<file path="config.mk">
export PLATFORM = sky130hd
export DESIGN_NAME = stacker_row_trim
export DESIGN_NICKNAME = d
export VERILOG_FILES = /design/src/rtl/stacker_row_trim.sv
export SDC_FILE = /design/constraint.sdc
export NUM_CORES = 1
export LEC_CHECK = 0
export BUFFER_PORTS_ARGS = -buffer_cell sky130_fd_sc_hd__buf_2
export CORE_MARGIN = 1
export CORE_UTILIZATION = 45
export CTS_CLUSTER_SIZE = 24
export DETAILED_ROUTE_END_ITERATION = 10
export PLACE_DENSITY = 0.76
export RECOVER_POWER = 50
export SLEW_MARGIN = 20
export SYNTH_ARGS = -nofsm -noshare
export SYNTH_HDL_FRONTEND = slang
export SYNTH_SLANG_ARGS = --single-unit
</file>
<file path="constraint.sdc">
create_clock -name adjClkPulse -period 6.1 [get_ports adjClkPulse]
set_clock_uncertainty 0.1 [all_clocks]
set_input_delay 0.305 -clock adjClkPulse [delete_from_list [all_inputs] [get_ports adjClkPulse]]
set_output_delay 0.305 -clock adjClkPulse [all_outputs]
set_load 0.01 [all_outputs]
</file>
<file path="src/rtl/stacker_row_trim.sv">
// Stacker row shifter: a block of programmable length bounces across the row,
// and a stop press trims it to its overlap with the row below.
module stacker_row_trim #(
    parameter int unsigned WIDTH    = 8,
    parameter int unsigned INIT_LEN = 3,
    parameter int unsigned STEP_DIV = 4
) (
    input  logic                         adjClkPulse,
    input  logic                         rst,
    input  logic                         startSw,
    input  logic                         stopBtn,
    input  logic                         speedUp,
    input  logic [WIDTH-1:0]             prev,
    input  logic [$clog2(WIDTH+1)-1:0]   loadLen,
    output logic [WIDTH-1:0]             newBlockLoc,
    output logic [$clog2(WIDTH+1)-1:0]   blockLen,
    output logic                         next,
    output logic                         miss,
    output logic                         done
);

    localparam int unsigned LW = $clog2(WIDTH + 1);
    localparam int unsigned PW = $clog2(WIDTH);
    localparam int unsigned DW = $clog2(STEP_DIV);

    typedef enum logic [1:0] {IDLE, LOAD, SHIFT, RESULT} state_e;

    state_e          state_q, state_d;
    logic [DW-1:0]   div_q, div_d;
    logic            dir_q, dir_d;
    logic [PW-1:0]   pos_q, pos_d;
    logic [LW-1:0]   len_q, len_d;
    logic            stop_q, stop_d;
    logic [WIDTH-1:0] loc_q, loc_d;
    logic [LW-1:0]   blen_q, blen_d;
    logic            next_q, next_d;
    logic            miss_q, miss_d;
    logic            done_q, done_d;

    logic             press_c;
    logic [LW-1:0]    eff_len_c;
    logic [PW-1:0]    lim_c;
    logic [DW-1:0]    thr_c;
    logic [WIDTH-1:0] ov_c;

    function automatic logic [WIDTH-1:0] place(logic [PW-1:0] p, logic [LW-1:0] l);
        logic [WIDTH-1:0] r;
        for (int i = 0; i < int'(WIDTH); i++) begin
            r[i] = (i >= int'(p)) && (i < int'(p) + int'(l));
        end
        return r;
    endfunction

    function automatic logic [LW-1:0] popcount(logic [WIDTH-1:0] v);
        int cnt;
        cnt = 0;
        for (int i = 0; i < int'(WIDTH); i++) begin
            if (v[i]) cnt++;
        end
        return LW'(cnt);
    endfunction

    // Effective row length: zero picks the default, oversize clamps to the row.
    always_comb begin
        if (loadLen == '0) begin
            eff_len_c = LW'(INIT_LEN);
        end else if (int'(loadLen) > int'(WIDTH)) begin
            eff_len_c = LW'(WIDTH);
        end else begin
            eff_len_c = loadLen;
        end
    end

    assign press_c = stop_q & ~stopBtn;
    assign lim_c   = PW'(int'(WIDTH) - int'(len_q));
    assign thr_c   = speedUp ? DW'(STEP_DIV / 2 - 1) : DW'(STEP_DIV - 1);
    assign ov_c    = (prev == '0) ? loc_q : (loc_q & prev);

    always_comb begin
        state_d = state_q;
        div_d   = div_q;
        dir_d   = dir_q;
        pos_d   = pos_q;
        len_d   = len_q;
        stop_d  = stopBtn;
        loc_d   = loc_q;
        blen_d  = blen_q;
        next_d  = next_q;
        miss_d  = miss_q;
        done_d  = 1'b0;

        if (!startSw) begin
            state_d = IDLE;
            loc_d   = '1;
            blen_d  = '0;
            next_d  = 1'b0;
            miss_d  = 1'b0;
        end else begin
            case (state_q)
                IDLE: begin
                    state_d = LOAD;
                    loc_d   = '1;
                end
                LOAD: begin
                    len_d   = eff_len_c;
                    pos_d   = PW'(int'(WIDTH) - int'(eff_len_c));
                    dir_d   = 1'b0;
                    div_d   = '0;
                    loc_d   = place(PW'(int'(WIDTH) - int'(eff_len_c)), eff_len_c);
                    state_d = SHIFT;
                end
                SHIFT: begin
                    // A press wins over a coinciding step and freezes the current pattern.
                    if (press_c) begin
                        state_d = RESULT;
                        done_d  = 1'b1;
                        if (ov_c != '0) begin
                            loc_d  = ov_c;
                            blen_d = popcount(ov_c);
                            next_d = 1'b1;
                            miss_d = 1'b0;
                        end else begin
                            loc_d  = '0;
                            blen_d = '0;
                            next_d = 1'b0;
                            miss_d = 1'b1;
                        end
                    end else if (div_q == thr_c) begin
                        div_d = '0;
                        if (len_q != LW'(WIDTH)) begin
                            if (!dir_q) begin
                                if (pos_q == '0) begin
                                    dir_d = 1'b1;
                                    pos_d = PW'(1);
                                end else begin
                                    pos_d = pos_q - PW'(1);
                                end
                            end else begin
                                if (pos_q == lim_c) begin
                                    dir_d = 1'b0;
                                    pos_d = pos_q - PW'(1);
                                end else begin
                                    pos_d = pos_q + PW'(1);
                                end
                            end
                            loc_d = place(pos_d, len_q);
                        end
                    end else begin
                        div_d = div_q + DW'(1);
                    end
                end
                RESULT: begin
                    state_d = RESULT;
                end
                default: state_d = IDLE;
            endcase
        end
    end

    always_ff @(posedge adjClkPulse) begin
        if (rst) begin
            state_q <= IDLE;
            div_q   <= '0;
            dir_q   <= 1'b0;
            pos_q   <= '0;
            len_q   <= '0;
            stop_q  <= 1'b0;
            loc_q   <= '0;
            blen_q  <= '0;
            next_q  <= 1'b0;
            miss_q  <= 1'b0;
            done_q  <= 1'b0;
        end else begin
            state_q <= state_d;
            div_q   <= div_d;
            dir_q   <= dir_d;
            pos_q   <= pos_d;
            len_q   <= len_d;
            stop_q  <= stop_d;
            loc_q   <= loc_d;
            blen_q  <= blen_d;
            next_q  <= next_d;
            miss_q  <= miss_d;
            done_q  <= done_d;
        end
    end

    assign newBlockLoc = loc_q;
    assign blockLen    = blen_q;
    assign next        = next_q;
    assign miss        = miss_q;
    assign done        = done_q;

endmodule

</file>
==> metrics.yaml <==
synthesis:
  synthAdderAreaFrac_pct: 12.3
  yosysTopAreaCellShare_pct: 22.4
  avgSynthCellArea_um2: 7.93
  synth_compound_area_share_pct: 24.3
  synth-edff-count: 0
  synth_top_family_by_area: "compound AO/OA/AOI/OAI gates"
  ys_types: 60
  synth-main-ff-cell: "dfxtp_1"
  syn_inst: 315
  synthArstFlopShare_pct: 0
  synth-xor-area-share_pct: 9.41
  synth_area_um2: 2500
  yosysWarnings: 0
  synth_area_leader_cell: "dfxtp_1"
  seq_area_frac_synth_pct: 22.4
  syn-num-nets: 356
  synth_area_leaders: "dfxtp_1 (22%), ha_1 (12%), nor2_1 (7.7%)"
  synthSimpleGateAreaFrac_pct: 22.8
  ys_seq_elements: 28
  synth.area.mux_share_pct: 3.86
route:
  drc: 0
  drt-vias-per-instance: 5.66
  drtPass1Iterations: 4
  vias: 2327
  drt-total-wl_um: 5910
  drt_iter0_drc: 120
  ant_nets: 0
  routedWlPerCell_um: 14.4
floorplanning:
  fp.dieArea_um2: 5850
  core_um2: 5240
  io_pins: 32
  die_h_um: 76.5
  fp-row-count: 26
  initial_core_util_pct: 47.7
  die_w_um: 76.5
timing:
  min_period_ns: 4.96
  slew_headroom_pct: 38.6
  hold_ws_ns: 0.148
  tightest_slew_ns: 0.922
  setup_violations: 0
  finalSetupTns_ns: 0
  clock.fmax_mhz: 202
  rsz0062_at_grt: "no"
  fin_crit_sh_pct: 81.3
  slew_viol_final: 0
  final-hold-violation-count: 0
clock_tree:
  root_buffer: "clkbuf_8"
  cts_htree_levels: 1
  cts_sinks: 28
  clk_path_buf_depth: 2
  post-cts-setup-buffers: 0
  clk_pin_slew_worst_paths_ns: 0.10
  ctsHoldBuffers: 0
  cts_tree: "built"
  clock_latency_ns: 0.28
  cts_buffers: 3
  ctsResizeCount: 0
global_routing:
  grt_overflow: 0
  grt_pass1_wl_um: 9910
  grt_max_degree: 22
  gr-usage-all-layers_pct: 20.3
  antenna_found_initial: 0
  grt_pass1_vias: 2230
critical_path:
  worstPathRequired_ns: 6.17
  crit_path_end_kind: "flop"
  path_class: "input port to flop"
  start_kind: "input port"
  worstPathMaxFanout: 10
  worstPathArrival_ns: 5.03
placement:
  gp_congestion: 0.879
  post-dp-hpwl_um: 4580
  numPortBuffers: 31
  dp.cells: 407
hold_path:
  hp-class: "input port to flop"
run_status:
  outcome: "complete, no violations"
power_and_ir_drop:
  peakVddDrop_v: 0.0000784
  p_per_area_nw_per_um2: 197
  power_leakage_nw: 1.14
layout:
  most-common-layout-cells: "nor2_1 (51), dfxtp_1 (28), inv_1 (23), ha_1 (23), nand2_1 (21)"
  insertedDiodeCount: 0
  nets: 383
  stdcell_count: 411
  drive_above_1_share_pct: 9.09
  mostFrequentLayoutCell: "nor2_1"
  area_delta_synth_final_pct: 10.4
job:
  maxCapViolCount: 0
[stage by stage]
step                total power, W  setup slack [ns]  area (um2)  utilization, %
floorplan                 0.000351              1.43        2500               -
global placement          0.000391              1.05        2710            51.7
detailed placement        0.000397             0.854        2710            51.7
CTS                       0.000544              1.14        2780            53.0
global route              0.000574             0.725        2760            52.7
finish                    0.000543              1.14        2760            52.7
[where the power goes]
| part | total [W] | leakage [nW] | switching, W | internal [W] |
|---|---|---|---|---|
| sequential | 0.000202 | 0.229 | 0.0000106 | 0.000191 |
| clock | 0.000149 | 0.0357 | 0.0000615 | 0.0000880 |
| combinational | 0.000192 | 0.875 | 0.000110 | 0.0000819 |
[cell families (layout without fill, tap and decap cells)]
family	after synthesis	after routing
AOI/OAI and AO/OA	84	84
xor gates and xnor gates	20	20
adders and majority gates	24	24
buffers and inverters	32	58
DFF	28	28
muxes	9	9
and+or+nand+nor	118	118
[synth_stat cells (4+ instances only)]
cell,n
a211oi_1,8
a21oi_1,18
a22oi_1,4
a311oi_1,4
and2_1,4
clkbuf_1,8
dfxtp_1,28
ha_1,23
inv_1,23
mux2i_1,6
nand2_1,21
nand2b_1,5
nand3_1,8
nor2_1,51
nor2b_1,6
nor3_1,5
o21ai_0,12
xnor2_1,6
xor2_1,10
[state kept, by name (all words and copies together), names as in the netlist]
| register | cells |
|---|---|
| miss | 1 |
| len_q | 4 |
| done | 1 |
| stop_q | 1 |
| dir_q | 1 |
| next | 1 |
| div_q | 2 |
| newBlockLoc | 8 |
| blockLen | 4 |
| state_q | 2 |
| pos_q | 3 |
[layout make-up]
type / count / area (um2)
Timing Repair Buffer: 31 / 135
Fill cell: 490 / 2480
Multi-Input combinational cell: 255 / 1820
Inverter: 23 / 86.3
Clock inverter: 1 / 30.0
Tap cell: 70 / 87.6
Sequential cell: 28 / 561
Clock buffer: 3 / 41.3
[final timing paths]
check                             end                         from  cells after the start  slack (ns)
max          blockLen[1]$_SDFFE_PP0P_                      prev[1]                     28        1.14
min                 stop_q$_SDFF_PP0_                      stopBtn                      2        0.15
max reg2reg  blockLen[1]$_SDFFE_PP0P_  newBlockLoc[2]$_SDFFE_PP0P_                     22        1.61
min reg2reg  blockLen[3]$_SDFFE_PP0P_     blockLen[3]$_SDFFE_PP0P_                      2        0.39
[worst max-delay path: stages]
cell and delay, ns:
buf_2 0.12, nor4_4 0.49, and3_1 0.32, o21ai_0 0.14, inv_1 0.11, ha_1 0.16
inv_1 0.04, a221oi_1 0.32, a21o_1 0.13, ha_1 0.22, nor2_1 0.12, or2_1 0.13
inv_1 0.04, ha_1 0.28, nand2_1 0.09, o31a_1 0.16, inv_1 0.05, ha_1 0.28
nor2_1 0.10, a21o_1 0.13, inv_1 0.05, ha_1 0.28, nand2_1 0.07, o21ai_1 0.09
ha_1 0.30, mux2_2 0.27, a22oi_1 0.15, nor2_1 0.06
[per-layer routing]
metal / wire length [um] / track usage [%] / vias up
met5: 0 / 0 / -
met4: 150 / 8.46 / 0
met3: 161 / 1.80 / 18
met2: 2790 / 35.0 / 55
met1: 2810 / 26.0 / 1065
li1: - / - / 1189
No activity file was read; power rests on OpenSTA's default activity.
